### src/rtl/mem_port_arbiter_if.sv
// Bus bundle for the MU0 shared-memory arbiter: two requester ports (A = CPU
// datapath, B = UART debug/loader), the debug lock pair, and the memory side.
// The slave modport is the arbiter's view; master is the requester/memory view.
interface mem_port_arbiter_if #(
  parameter int ADDR_W = 16,
  parameter int DATA_W = 16
);
  // port A
  logic              a_req;
  logic              a_rnw;
  logic [ADDR_W-1:0] a_addr;
  logic [DATA_W-1:0] a_wdata;
  logic              a_ack;
  logic [DATA_W-1:0] a_rdata;
  logic              a_rvalid;
  // port B
  logic              b_req;
  logic              b_rnw;
  logic [ADDR_W-1:0] b_addr;
  logic [DATA_W-1:0] b_wdata;
  logic              b_ack;
  logic [DATA_W-1:0] b_rdata;
  logic              b_rvalid;
  // debug lock
  logic              b_lock;
  logic              b_locked;
  // memory side
  logic              mem_en;
  logic              mem_rnw;
  logic [ADDR_W-1:0] mem_addr;
  logic [DATA_W-1:0] mem_wdata;
  logic [DATA_W-1:0] mem_rdata;

  modport slave (
    input  a_req, a_rnw, a_addr, a_wdata,
    output a_ack, a_rdata, a_rvalid,
    input  b_req, b_rnw, b_addr, b_wdata,
    output b_ack, b_rdata, b_rvalid,
    input  b_lock,
    output b_locked,
    output mem_en, mem_rnw, mem_addr, mem_wdata,
    input  mem_rdata
  );

  modport master (
    output a_req, a_rnw, a_addr, a_wdata,
    input  a_ack, a_rdata, a_rvalid,
    output b_req, b_rnw, b_addr, b_wdata,
    input  b_ack, b_rdata, b_rvalid,
    output b_lock,
    input  b_locked,
    input  mem_en, mem_rnw, mem_addr, mem_wdata,
    output mem_rdata
  );
endinterface

### src/rtl/mem_port_arbiter.sv
// Two-requester arbiter for the MU0 shared program/data memory.
// Grants at most one command per cycle, round-robin on a tie, honours a
// debug bus lock held by port B, and routes read data back to the issuing
// port through a tag pipeline matched to the memory read latency.
//
// Lock FSM states:
//   state   | meaning
//   LK_FREE | no lock; A and B arbitrate normally
//   LK_HELD | B owns the bus; A is never granted
module mem_port_arbiter #(
  parameter int ADDR_W     = 16,
  parameter int DATA_W     = 16,
  parameter int RD_LATENCY = 1
) (
  input  logic               clk,
  input  logic               rst,
  mem_port_arbiter_if.slave  bus
);

  typedef enum logic {
    LK_FREE = 1'b0,
    LK_HELD = 1'b1
  } lock_state_t;

  lock_state_t lock_state, lock_next;

  logic              a_elig, b_elig;
  logic              grant_a, grant_b;
  logic              last_grant_b;

  logic              a_ack_q, b_ack_q;
  logic              mem_en_q, mem_rnw_q;
  logic [ADDR_W-1:0] mem_addr_q;
  logic [DATA_W-1:0] mem_wdata_q;

  // One tag stage per cycle of memory latency: valid read + owner (1 = B).
  logic [RD_LATENCY-1:0] tag_vld;
  logic [RD_LATENCY-1:0] tag_own;
  logic                  tag_out_vld;
  logic                  tag_out_own;

  logic              a_rvalid_q, b_rvalid_q;
  logic [DATA_W-1:0] a_rdata_q, b_rdata_q;

  // Eligibility and round-robin winner; a port acked this cycle is skipped so
  // a held request is not issued twice, and the lock shuts A out entirely.
  always_comb begin
    a_elig  = bus.a_req & ~a_ack_q & (lock_state == LK_FREE);
    b_elig  = bus.b_req & ~b_ack_q;
    grant_a = a_elig & (~b_elig | last_grant_b);
    grant_b = b_elig & ~grant_a;
  end

  // Lock state register.
  always_ff @(posedge clk or posedge rst) begin
    if (rst) begin
      lock_state <= LK_FREE;
    end else begin
      lock_state <= lock_next;
    end
  end

  // Lock next-state: taken only on a B grant with b_lock high, dropped on the
  // first edge that sees b_lock low.
  always_comb begin
    lock_next = lock_state;
    case (lock_state)
      LK_FREE: if (grant_b && bus.b_lock) lock_next = LK_HELD;
      LK_HELD: if (!bus.b_lock)           lock_next = LK_FREE;
      default: lock_next = LK_FREE;
    endcase
  end

  // Round-robin pointer; B after reset so A takes the first tie.
  always_ff @(posedge clk or posedge rst) begin
    if (rst) begin
      last_grant_b <= 1'b1;
    end else if (grant_a) begin
      last_grant_b <= 1'b0;
    end else if (grant_b) begin
      last_grant_b <= 1'b1;
    end
  end

  // Command issue: register the winner onto the memory bus and ack it in the
  // same cycle; with no winner the command fields hold.
  always_ff @(posedge clk or posedge rst) begin
    if (rst) begin
      a_ack_q     <= 1'b0;
      b_ack_q     <= 1'b0;
      mem_en_q    <= 1'b0;
      mem_rnw_q   <= 1'b0;
      mem_addr_q  <= '0;
      mem_wdata_q <= '0;
    end else begin
      a_ack_q  <= grant_a;
      b_ack_q  <= grant_b;
      mem_en_q <= grant_a | grant_b;
      if (grant_a) begin
        mem_rnw_q   <= bus.a_rnw;
        mem_addr_q  <= bus.a_addr;
        mem_wdata_q <= bus.a_wdata;
      end else if (grant_b) begin
        mem_rnw_q   <= bus.b_rnw;
        mem_addr_q  <= bus.b_addr;
        mem_wdata_q <= bus.b_wdata;
      end
    end
  end

  // Tag pipeline: entry is loaded the cycle after the command strobe, so the
  // last stage lines up with the cycle in which mem_rdata is valid.
  always_ff @(posedge clk or posedge rst) begin
    if (rst) begin
      tag_vld <= '0;
      tag_own <= '0;
    end else begin
      tag_vld[0] <= mem_en_q & mem_rnw_q;
      tag_own[0] <= b_ack_q;
      for (int i = 1; i < RD_LATENCY; i++) begin
        tag_vld[i] <= tag_vld[i-1];
        tag_own[i] <= tag_own[i-1];
      end
    end
  end

  assign tag_out_vld = tag_vld[RD_LATENCY-1];
  assign tag_out_own = tag_own[RD_LATENCY-1];

  // Read return: capture memory data into the owner's holding register and
  // pulse its rvalid; the other port's data stays untouched.
  always_ff @(posedge clk or posedge rst) begin
    if (rst) begin
      a_rvalid_q <= 1'b0;
      b_rvalid_q <= 1'b0;
      a_rdata_q  <= '0;
      b_rdata_q  <= '0;
    end else begin
      a_rvalid_q <= tag_out_vld & ~tag_out_own;
      b_rvalid_q <= tag_out_vld &  tag_out_own;
      if (tag_out_vld && !tag_out_own) a_rdata_q <= bus.mem_rdata;
      if (tag_out_vld &&  tag_out_own) b_rdata_q <= bus.mem_rdata;
    end
  end

  assign bus.a_ack     = a_ack_q;
  assign bus.b_ack     = b_ack_q;
  assign bus.a_rvalid  = a_rvalid_q;
  assign bus.b_rvalid  = b_rvalid_q;
  assign bus.a_rdata   = a_rdata_q;
  assign bus.b_rdata   = b_rdata_q;
  assign bus.b_locked  = (lock_state == LK_HELD);
  assign bus.mem_en    = mem_en_q;
  assign bus.mem_rnw   = mem_rnw_q;
  assign bus.mem_addr  = mem_addr_q;
  assign bus.mem_wdata = mem_wdata_q;

endmodule

### src/flat_wrapper.sv
// flat-port wrapper written by rule: the top's interface ports become plain ports
module mem_port_arbiter_flat 
#(
  parameter int ADDR_W     = 16,
  parameter int DATA_W     = 16,
  parameter int RD_LATENCY = 1
)
  (clk, rst, bus_a_req, bus_a_rnw, bus_a_addr, bus_a_wdata, bus_a_ack, bus_a_rdata, bus_a_rvalid, bus_b_req, bus_b_rnw, bus_b_addr, bus_b_wdata, bus_b_ack, bus_b_rdata, bus_b_rvalid, bus_b_lock, bus_b_locked, bus_mem_en, bus_mem_rnw, bus_mem_addr, bus_mem_wdata, bus_mem_rdata);
  mem_port_arbiter_if #(.ADDR_W(ADDR_W), .DATA_W(DATA_W)) bus_i ();
  input  logic clk;
  input  logic rst;
  input wire logic [$bits(bus_i.a_req)-1:0] bus_a_req;
  input wire logic [$bits(bus_i.a_rnw)-1:0] bus_a_rnw;
  input wire logic [$bits(bus_i.a_addr)-1:0] bus_a_addr;
  input wire logic [$bits(bus_i.a_wdata)-1:0] bus_a_wdata;
  output wire logic [$bits(bus_i.a_ack)-1:0] bus_a_ack;
  output wire logic [$bits(bus_i.a_rdata)-1:0] bus_a_rdata;
  output wire logic [$bits(bus_i.a_rvalid)-1:0] bus_a_rvalid;
  input wire logic [$bits(bus_i.b_req)-1:0] bus_b_req;
  input wire logic [$bits(bus_i.b_rnw)-1:0] bus_b_rnw;
  input wire logic [$bits(bus_i.b_addr)-1:0] bus_b_addr;
  input wire logic [$bits(bus_i.b_wdata)-1:0] bus_b_wdata;
  output wire logic [$bits(bus_i.b_ack)-1:0] bus_b_ack;
  output wire logic [$bits(bus_i.b_rdata)-1:0] bus_b_rdata;
  output wire logic [$bits(bus_i.b_rvalid)-1:0] bus_b_rvalid;
  input wire logic [$bits(bus_i.b_lock)-1:0] bus_b_lock;
  output wire logic [$bits(bus_i.b_locked)-1:0] bus_b_locked;
  output wire logic [$bits(bus_i.mem_en)-1:0] bus_mem_en;
  output wire logic [$bits(bus_i.mem_rnw)-1:0] bus_mem_rnw;
  output wire logic [$bits(bus_i.mem_addr)-1:0] bus_mem_addr;
  output wire logic [$bits(bus_i.mem_wdata)-1:0] bus_mem_wdata;
  input wire logic [$bits(bus_i.mem_rdata)-1:0] bus_mem_rdata;
  assign bus_i.a_req = bus_a_req;
  assign bus_i.a_rnw = bus_a_rnw;
  assign bus_i.a_addr = bus_a_addr;
  assign bus_i.a_wdata = bus_a_wdata;
  assign bus_a_ack = bus_i.a_ack;
  assign bus_a_rdata = bus_i.a_rdata;
  assign bus_a_rvalid = bus_i.a_rvalid;
  assign bus_i.b_req = bus_b_req;
  assign bus_i.b_rnw = bus_b_rnw;
  assign bus_i.b_addr = bus_b_addr;
  assign bus_i.b_wdata = bus_b_wdata;
  assign bus_b_ack = bus_i.b_ack;
  assign bus_b_rdata = bus_i.b_rdata;
  assign bus_b_rvalid = bus_i.b_rvalid;
  assign bus_i.b_lock = bus_b_lock;
  assign bus_b_locked = bus_i.b_locked;
  assign bus_mem_en = bus_i.mem_en;
  assign bus_mem_rnw = bus_i.mem_rnw;
  assign bus_mem_addr = bus_i.mem_addr;
  assign bus_mem_wdata = bus_i.mem_wdata;
  assign bus_i.mem_rdata = bus_mem_rdata;
  mem_port_arbiter #(.ADDR_W(ADDR_W), .DATA_W(DATA_W), .RD_LATENCY(RD_LATENCY)) u_core (.clk(clk), .rst(rst), .bus(bus_i));
endmodule
### config.mk
export PLATFORM = sky130hd
export DESIGN_NAME = mem_port_arbiter_flat
export DESIGN_NICKNAME = d
export VERILOG_FILES = /design/src/rtl/mem_port_arbiter_if.sv /design/src/rtl/mem_port_arbiter.sv /design/src/flat_wrapper.sv
export SDC_FILE = /design/constraint.sdc
export NUM_CORES = 1
export LEC_CHECK = 0
export CAP_MARGIN = 5
export CELL_PAD_IN_SITES_DETAIL_PLACEMENT = 1
export CELL_PAD_IN_SITES_GLOBAL_PLACEMENT = 2
export CORE_UTILIZATION = 25
export CTS_BUF_LIST = sky130_fd_sc_hd__clkbuf_2
export DETAILED_ROUTE_END_ITERATION = 6
export HOLD_SLACK_MARGIN = 0.02
export PLACE_DENSITY = 0.8
export SLEW_MARGIN = 0
export SYNTH_ARGS = -nofsm -noshare
export SYNTH_HDL_FRONTEND = slang
export SYNTH_SLANG_ARGS = --single-unit
### constraint.sdc
create_clock -name clk -period 2.8 [get_ports clk]
set_clock_uncertainty 0.15 [all_clocks]
set_input_delay 0.56 -clock clk [delete_from_list [all_inputs] [get_ports clk]]
set_output_delay 0.56 -clock clk [all_outputs]
set_load 0.01 [all_outputs]
==> results by group, run 1 <==
Route
  • WL/cell: 17.0 µm
  • Initial DRC count: 75
  • Antenna-violating nets left: 0
  • DR pass1 iterations: 4
  • Vias per cell: 4.74
  • Routed Wire Length: 8710 µm
  • DRC violation count after routing: 0
  • Total number of vias: 2426

Global routing
  • Initial antenna violation count: 0
  • Largest net degree at the start of global routing: 34
  • First-pass GRT wire length: 14200 µm
  • Vias in the first global route: roughly 2700
  • Total grt overflow: 0
  • Total global-route track usage: between 10% and 20%

STA
  • Slew headroom: 49.3%
  • Slew Limit Fails: 0
  • Worst Tran Pin Value: around 760 ps
  • Final setup vio count: 0
  • Fin crit period: 2230 ps
  • Total Neg Setup Slack: 0 ps
  • Setup repair after global routing missed its margin: false
  • Final worst path period share: between 70% and 80%
  • Max Freq: 448 MHz
  • Setup WS post-layout: 567 ps
  • Final Hold Fails: 0

Finish
  • Nets: 451
  • Most common cell after layout, fill and taps aside: clkdlybuf4s50_1
  • N_diodes: 0
  • Post-layout util: a little over two fifths
  • Most frequent cells in the layout: clkdlybuf4s50_1 (157), dfrtp_1 (73), and3_1 (33), a221o_1 (33), mux2_2 (32)
  • Area grow syn2layout: 63.2%
  • Layout cells sized above 1: 16.8%

Clock tree
  • # resized after CTS: 0
  • H-Tree Depth: 3
  • Maximum clock path buffer count: 2
  • Clock Latency Late Sink: about 500 ps
  • Num CTS Buffers: 9
  • Clock-pin slew on the worst setup and hold paths: 220 ps
  • Post-CTS setup buffer count: 0
  • CTS tree: done
  • Root Driver: clkbuf_2
  • Sink Count: 74
  • Hold buffer count at CTS: 0

Logic synthesis
  • Synth warnings: 0
  • Synth Cell Area: 2960 µm²
  • Sequential-to-total area share from yosys stat: 62.6%
  • Synth unique cells: 21
  • Syn avg cell area: approximately 15 µm²
  • Cells after Synth: 203
  • Synth Register Bits: 74
  • Syn_nets: 290

Setup path
  • Worst path buffer plus inverter count: 1
  • WP depth: 1
  • Crit path max-delay cell type: clkdlybuf4s50_1
  • Setup crit end kind: primary output
  • Crit path cell chain: clkdlybuf4s50_1
  • Worst R2R Path Depth: 5
  • Crit Path Category: reg2out
  • CP arrival: 1520 ps
  • Critical Path Max Stage Delay: 570 ps
  • Crit path max fanout: 4
  • Top Family by Delay on Critical Path: buffers and inverters
  • Worst path required time: approximately 2100 ps
  • CP Launch Type: register

Die
  • Placement Rows: 39
  • Die width: between 100 and 150 µm
  • Core area: 11500 µm²
  • I/O pins: 158
  • Die Y: 111 µm
  • Die area: 12300 µm²
  • Starting Density: 25.8%

Pwr
  • Sw power: 1.33 mW
  • Static Leak: around 2.1 nW
  • Clock power frac: about 16%
  • Sequential Power Share: 39.8%
  • Sw Ratio: 30.8%
  • PwrDens: 893 nW/µm²
  • Internal power: about 3 mW
  • Logic pwr share: 44.1%
  • Power, Total: 4.32 mW
  • Worst vdd ir: ~0.37 mV

Outcome
  • Status: finished clean

Place
  • PortBufs: 157
  • Hpwl dp: 6350 µm
  • Final Wtd Congestion: 0.704
  • Dpl ws: 268 ps

Worst hold path
  • Hold Path Class: in2async

Job
  • Total of max-cap violations: 0
-- worst register-to-register path, stage by stage, from the launching register on --
cell	delay, ps
dfrtp_1	460
or3b_1	410
buf_4	220
nor2_4	120
buf_4	300
a221o_1	220
-- layout make-up --
cell class / count / area [µm²]
Timing Repair Buffer: 167 / 1660
Fill cell: 1229 / 6630
Clock inverter: 6 / 88.8
Clock buffer: 10 / 50.0
Sequential cell: 74 / 1850
Multi-Input combinational cell: 110 / 996
Inverter: 2 / 8.76
Tap cell: 143 / 179
-- per-stage QoR --
stage,cell area (µm²),hold slack [ps],std cells
final,4830,203,512
after global routing,4830,163,512
after global placement,4700,282,496
after CTS,4830,151,512
after detailed placement,4700,293,496
after floorplan,2960,313,203
-- power by group through the flow --
stage / combinational, mW / sequential (mW) / clock (mW)
2_1_floorplan: 0.621 / 1.91 / 0
6_report: 1.90 / 1.72 / 0.697
4_1_cts: 1.93 / 1.73 / 0.741
5_1_grt: 2.03 / 1.78 / 0.775
3_5_place_dp: 1.93 / 1.74 / 0
3_3_place_gp: 1.89 / 1.73 / 0
-- cells in the mapped netlist, drive strengths merged --
master | instances | area share, %
dfrtp | 73 | 62
nor2b | 1 | 0.21
and3 | 33 | 7.0
o21a | 1 | 0.25
or3b | 1 | 0.30
nor3b | 1 | 0.42
mux2 | 32 | 12
a31oi | 1 | 0.42
clkbuf | 3 | 0.38
a21o | 1 | 0.25
inv | 2 | 0.25
nand2b | 1 | 0.21
nand2 | 2 | 0.25
a221o | 33 | 11
buf | 14 | 3.5
dfstp | 1 | 0.89
nor2 | 2 | 0.51
and2 | 1 | 0.21
-- final timing paths --
path                                          startpoint                             endpoint  slack, ps
setup / recovery              u_core.bus.b_ack$_DFF_PP0_                            bus_b_ack        570
hold / removal                                       rst    u_core.bus.a_rdata[2]$_DFFE_PP0P_        200
setup reg to reg           u_core.bus.b_locked$_DFF_PP0_  u_core.bus.mem_wdata[5]$_DFFE_PP0P_        870
hold reg to reg               u_core.bus.b_ack$_DFF_PP0_         u_core.tag_out_own$_DFF_PP0_        350
max in group asynchronous                            rst      u_core.last_grant_b$_DFFE_PP1P_       1640
min in group clk              u_core.bus.b_ack$_DFF_PP0_         u_core.tag_out_own$_DFF_PP0_        350
-- layer usage --
metal | track usage [%] | vias to the layer above | wire length [µm]
li1 | - | 1094 | -
met1 | 17.6 | 1214 | 3650
met2 | 24.5 | 109 | 4280
met3 | 5.52 | 9 | 690
met4 | 3.73 | 0 | 88
met5 | 0 | - | 0
-- registers in the layout (all words and copies together) (netlist names) --
signal                cells
u_core.bus.a_ack          1
u_core.bus.a_rdata       16
u_core.bus.a_rvalid       1
u_core.bus.b_ack          1
u_core.bus.b_locked       1
u_core.bus.b_rdata       16
u_core.bus.b_rvalid       1
u_core.bus.mem_addr      16
u_core.bus.mem_en         1
u_core.bus.mem_rnw        1
u_core.bus.mem_wdata     16
u_core.last_grant_b       1
u_core.tag_out_own        1
u_core.tag_out_vld        1
-- cells by family after synthesis --
family	Yosys count	share of synthesized area, %
AOI/OAI and AO/OA	36	12.1
and+or+nand+nor	42	9.08
muxes	32	12.2
buffers and inverters	19	4.10
DFF	74	62.6
No activity file was read; power rests on OpenSTA's default activity.
==> inputs of run 2 (changes only) <==
Clock period 2.8 ns to 2.2 ns, I/O delays scaled along.
==> run 2 against run 1 <==
Effect of this change:
- global-route usage up 0.57 points
- worst setup slack worse by 450 ps
- core utilization up 0.94 points
- highest routed layer unchanged
- largest power group unchanged
- critical path type unchanged
==> results by group, run 2 (synthesis gave the netlist of run 1 again) <==
Route
  • Routed Wire Length: 8940 µm (+2.6%)
  • Antenna-violating nets left: 0 (unchanged)
  • WL/cell: 17.2 µm (+0.81%)
  • Total number of vias: 2433 (+0.29%)
  • Vias per cell: 4.67 (-1.4%)
  • Initial DRC count: 109 (+45%)
  • DR pass1 iterations: 4 (unchanged)
  • DRC violation count after routing: 0 (unchanged)

STA
  • Final setup vio count: 0 (unchanged)
  • Slew headroom: 66.0% (+17 points)
  • Slew Limit Fails: 0 (unchanged)
  • Fin crit period: 2090 ps
  • Max Freq: 479 MHz
  • Setup WS post-layout: 112 ps (-455 ps)
  • Final worst path period share: 94.9%
  • Setup repair after global routing missed its margin: false
  • Worst Tran Pin Value: 509 ps (-249 ps)
  • Final Hold Fails: 0 (unchanged)

Setup path
  • Top Family by Delay on Critical Path: buffers and inverters
  • Worst R2R Path Depth: 5 (unchanged)
  • Worst path buffer plus inverter count: 1 (unchanged)
  • Crit path max-delay cell type: clkdlybuf4s50_1
  • Beginning of the worst register-to-register path: u_core.bus.b_ack$_DFF_PP0_
  • R2R Path End: u_core.bus.mem_wdata[0]$_DFFE_PP0P_
  • CP Launch Type: register
  • Critical Path Max Stage Delay: 560 ps (about the same)
  • Crit path max fanout: 4 (unchanged)
  • Flop2flop setup slack: 330 ps (-540 ps)
  • Crit path cell chain: clkdlybuf4s50_1
  • Setup crit end kind: primary output
  • Worst path required time: 1610 ps (-480 ps)
  • Crit Path Category: reg2out
  • CP arrival: 1500 ps (-20 ps)

Global routing
  • Total global-route track usage: 15.2% (+0.57 points)
  • Largest net degree at the start of global routing: 32 (-5.9%)
  • First-pass GRT wire length: 14600 µm (+2.7%)
  • Vias in the first global route: 2719 (-0.44%)
  • Total grt overflow: 0 (unchanged)
  • Initial antenna violation count: 0 (unchanged)

Die
  • Placement Rows: 39 (unchanged)
  • Starting Density: 25.8% (unchanged)
  • Die Y: 111 µm (unchanged)
  • I/O pins: 158 (unchanged)
  • Die width: 111 µm (unchanged)
  • Die area: 12300 µm² (unchanged)
  • Core area: 11500 µm² (unchanged)

Place
  • Final Wtd Congestion: 0.724 (+2.9%)
  • Dpl ws: -42.5 ps (-310 ps)
  • Hpwl dp: 6750 µm (+6.4%)
  • Placed Cells: 501 (+1.0%)
  • PortBufs: 157 (unchanged)

Clock tree
  • Root Driver: clkbuf_2
  • Num CTS Buffers: 9 (unchanged)
  • H-Tree Depth: 3 (unchanged)
  • Sink Count: 74 (unchanged)
  • CTS tree: done
  • Clock-pin slew on the worst setup and hold paths: 220 ps (about the same)
  • Clock Latency Late Sink: 520 ps (+20 ps)
  • Maximum clock path buffer count: 2 (unchanged)

Pwr
  • Worst vdd ir: 0.469 mV (+25%)
  • Power, Total: 5.47 mW (+27%)
  • PwrDens: 1110 nW/µm² (+24%)
  • Static Leak: 2.18 nW (+3.8%)

Finish
  • Area grow syn2layout: 66.9%
  • Most frequent cells in the layout: clkdlybuf4s50_1 (153), dfrtp_1 (73), and3_1 (33), a221o_1 (33), mux2_2 (32)
  • Post-route non-filler standard cell count: 521 (+1.8%)
  • Most common cell after layout, fill and taps aside: clkdlybuf4s50_1
  • FILL cells: 1240 (+0.90%)
  • Nets: 460 (+2.0%)
  • N_diodes: 0 (unchanged)
  • Layout cells sized above 1: 19.0% (+2.2 points)

Job
  • Total of max-cap violations: 0 (unchanged)

Outcome
  • Status: finished clean

Worst hold path
  • Hold Path Class: in2async
run 2: cell types whose count changed in the layout (fill, tap and decap cells not counted):
cell / previous run / this run
buf_4: 9 / 14
buf_12: 1 / 5
clkdlybuf4s50_1: 157 / 153
dlymetal6s2s_1: 0 / 4
clkinvlp_4: 1 / 4
bufinv_16: 2 / 1
clkinv_1: 1 / 0
inv_6: 2 / 1
run 2: final cells by class:
type | count | area [µm²] | share of cell area [%]
clock buffer | 10 | 50.0 | 1.01
clock inverter | 6 | 66.3 | 1.34
multi-input combinational | 110 | 996 | 20.2
sequential | 74 | 1850 | 37.5
tap | 143 | 179 | 3.62
timing repair buffer | 176 | 1790 | 36.2
inverter | 2 | 11.3 | 0.228
run 2: worst max path at each step:
stage | from | endpoint | cells after the start
after floorplan | u_core.bus.b_locked$_DFF_PP0_ | u_core.bus.mem_addr[1]$_DFFE_PP0P_ | 5
after global placement | bus_a_req | u_core.bus.mem_addr[12]$_DFFE_PP0P_ | 5
after detailed placement | bus_a_req | u_core.bus.mem_wdata[0]$_DFFE_PP0P_ | 5
after CTS | u_core.bus.b_ack$_DFF_PP0_ | bus_b_ack | 1
after global routing | u_core.bus.b_locked$_DFF_PP0_ | bus_b_locked | 1
final | u_core.bus.b_locked$_DFF_PP0_ | bus_b_locked | 1
run 2: layer usage:
metal	global-route usage, %	share of wire, %	vias to the layer above
li1	-	-	1110
met1	18.9	42	1195
met2	24.6	48	117
met3	5.30	7.9	11
met4	5.07	1.6	0
met5	0	0	-
run 2: stage by stage:
stage / instance area, µm² / hold WS (ps) / TNS [ps] / util [%]
detailed placement: 4790 / 307 / -896 / 41.7
CTS: 4900 / 107 / 0 / 42.7
finish: 4940 / 142 / 0 / 43.1
global placement: 4790 / 298 / -58.8 / 41.7
floorplan: 2970 / 313 / 0 / -
global route: 4940 / 93.2 / 0 / 43.1
run 2: power breakdown:
group	switching (mW)	internal [mW]	leakage [nW]	total (mW)
Sequential	0.286	1.90	0.893	2.18
Clock	0.517	0.268	0.0646	0.784
Combinational	0.925	1.58	1.22	2.51
run 2: timing repair:
action,4_1_cts,5_1_grt
setup buffers,0,4
hold buffers,0,0
endpoints found under the setup margin,0,7
resized for setup,0,4
==> inputs of run 3 (changes only) <==
Settings changed: CELL_PAD_IN_SITES_DETAIL_PLACEMENT 1 to 2, CORE_MARGIN from default to 2, CTS_CLUSTER_DIAMETER from default to 200.
==> run 3 against run 2 <==
Effect of this change:
- via count is the same
- sequential cell count is the same
- sequential power is essentially flat
- clock-buffer cell count grew 1
==> results by group, run 3 (synthesis gave the netlist of run 1 again) <==
Place
  • Placed inst area: 4750 µm² (-0.73%)
  • Placed Cells: 498 (-0.60%)
  • PortBufs: 157 (unchanged)
  • Hpwl dp: 7080 µm (+4.8%)
  • Final Wtd Congestion: 0.690 (-4.7%)

Clock tree
  • CTS tree: done
  • H-Tree Depth: 3 (unchanged)
  • Root Driver: clkbuf_2
  • Num CTS Buffers: 9 (unchanged)
  • Clock-pin slew on the worst setup and hold paths: 190 ps (-30 ps)
  • Maximum clock path buffer count: 2 (unchanged)
  • Clock Latency Late Sink: 530 ps (about the same)
  • Sink Count: 74 (unchanged)
  • Hold buffer count at CTS: 0 (unchanged)

Route
  • WL/cell: 18.8 µm (+9.4%)
  • DRC violation count after routing: 0 (unchanged)
  • DR top layer: met4
  • Routed Wire Length: 9670 µm (+8.2%)
  • Total number of vias: 2433 (unchanged)
  • Vias per cell: 4.72 (+1.2%)
  • Met3 WL: 656 µm (-6.7%)
  • M1 WL: 4160 µm (+9.7%)
  • Initial DRC count: 84 (-23%)
  • Metal2 WL: 4720 µm (+9.9%)
  • DR pass1 iterations: 4 (unchanged)
  • Antenna-violating nets left: 0 (unchanged)

Global routing
  • Total global-route track usage: 15.5% (+0.34 points)
  • Total grt overflow: 0 (unchanged)
  • Initial antenna violation count: 0 (unchanged)
  • Vias in the first global route: 2881 (+6.0%)
  • First-pass GRT wire length: 15200 µm (+4.4%)
  • Largest net degree at the start of global routing: 75 (+130%)

Setup path
  • Top Family by Delay on Critical Path: buffers and inverters
  • Crit path cell chain: clkdlybuf4s50_1
  • Setup crit end kind: primary output
  • CP arrival: 1500 ps (about the same)
  • Crit path max fanout: 2 (-2)
  • Crit Path Category: reg2out
  • Crit path max-delay cell type: clkdlybuf4s50_1
  • Worst path required time: 1610 ps (about the same)
  • Critical Path Max Stage Delay: 550 ps (about the same)
  • Worst path buffer plus inverter count: 1 (unchanged)
  • CP Launch Type: register

Pwr
  • Sw Ratio: 32.3% (+0.73 points)
  • Internal power: 3.59 mW (-4.2%)
  • Static Leak: 2.17 nW (-0.40%)
  • PwrDens: 1090 nW/µm² (-1.4%)
  • Worst vdd ir: 0.496 mV (+5.7%)
  • Logic pwr share: 47.0% (+1.2 points)
  • Power, Total: 5.30 mW (-3.1%)
  • Sequential Power Share: 41.6% (+1.8 points)
  • Sw power: 1.71 mW (-0.86%)
  • Clock power frac: 11.4% (-2.9 points)

Finish
  • Area of the multi-input gates: 996 µm² (unchanged)
  • FILL cells: 1189 (-4.1%)
  • N_diodes: 0 (unchanged)
  • Post-route non-filler standard cell count: 515 (-1.2%)
  • Most common cell after layout, fill and taps aside: clkdlybuf4s50_1
  • Most frequent cells in the layout: clkdlybuf4s50_1 (151), dfrtp_1 (73), and3_1 (33), a221o_1 (33), mux2_2 (32)
  • Final instance area: 4860 µm² (-1.7%)
  • Reg area: 1850 µm² (unchanged)
  • Nets: 455 (-1.1%)
  • Area grow syn2layout: 64.0%
  • Layout cells sized above 1: 17.2% (-1.8 points)

Die
  • I/O pins: 158 (unchanged)
  • Die area: 12700 µm² (+3.6%)
  • Die width: 113 µm (+1.8%)
  • Core area: 11500 µm² (unchanged)
  • Placement Rows: 39 (unchanged)
  • Starting Density: 25.8% (unchanged)
  • Die Y: 113 µm (+1.8%)

STA
  • Max Freq: 479 MHz (about the same)
  • Slew Limit Fails: 0 (unchanged)
  • Setup repair after global routing missed its margin: false
  • Total Neg Setup Slack: 0 ps (unchanged)
  • Fin crit period: 2090 ps (-0.574 ps)
  • Slew headroom: 73.6% (+7.6 points)
  • Worst Tran Pin Value: 396 ps (-113 ps)
  • Final worst path period share: 94.9% (about the same)
  • Final setup vio count: 0 (unchanged)
  • WHS: 189 ps (+47.8 ps)
  • Final Hold Fails: 0 (unchanged)

Outcome
  • Status: finished clean

Job
  • Total of max-cap violations: 0 (unchanged)

Worst hold path
  • Hold Path Class: in2async
run 3: changes by cell type in the layout (fill, tap and decap cells not counted), moves of 2 or more:
cell / before / now
clkinv_1: 0 / 2
dlymetal6s2s_1: 4 / 6
clkinvlp_4: 4 / 2
clkdlybuf4s50_1: 153 / 151
buf_4: 14 / 10
run 3: metrics by stage:
stage                     worst slack (ps)  utilization (%)
after floorplan                        468                -
after global placement               -7.34             41.4
after detailed placement             -50.1             41.4
after CTS                             5.00             42.2
after global routing                  4.14             42.3
final                                  112             42.3
run 3: per-layer routing:
| metal | up-vias | global-route usage, % |
|---|---|---|
| li1 | 1099 | - |
| met5 | - | 0 |
| met1 | 1210 | 18.9 |
| met3 | 12 | 5.09 |
| met4 | 0 | 5.37 |
| met2 | 112 | 25.9 |
run 3: repair_timing:
item | CTS | global route
buffers inserted | 2 | 0
resized for setup | 0 | 6
setup endpoints to repair | 2 | 6
run 3: worst paths after layout:
kind / start / endpoint / slack (ps) / depth (start not counted)
setup reg to reg: u_core.bus.b_locked$_DFF_PP0_ / u_core.bus.mem_wdata[14]$_DFFE_PP0P_ / 300 / 6
setup / recovery: u_core.bus.mem_wdata[13]$_DFFE_PP0P_ / bus_mem_wdata[13] / 110 / 1
hold reg to reg: u_core.bus.mem_en$_DFF_PP0_ / u_core.tag_out_vld$_DFF_PP0_ / 370 / 1
max in group asynchronous: rst / u_core.last_grant_b$_DFFE_PP1P_ / 1380 / 3
min in group clk: bus_b_lock / u_core.bus.b_locked$_DFF_PP0_ / 270 / 2
hold / removal: rst / u_core.bus.b_rdata[14]$_DFFE_PP0P_ / 190 / 3
run 3: cell type report:
class	instances	share of cell area (%)
clock buffers	11	1.13
clock inverters	4	0.412
inverters	2	0.232
multi-input cells	110	20.5
flip-flops and latches	74	38.2
well taps	143	3.68
repair buffers	171	35.9
run 3: power by group through the flow:
stage	Clock, mW	Combinational [mW]	Sequential [mW]
final	0.605	2.49	2.21
after global routing	0.701	2.66	2.28
after CTS	0.657	2.55	2.22
after detailed placement	0	2.53	2.25
after global placement	0	2.45	2.21
after floorplan	0	0.791	2.43
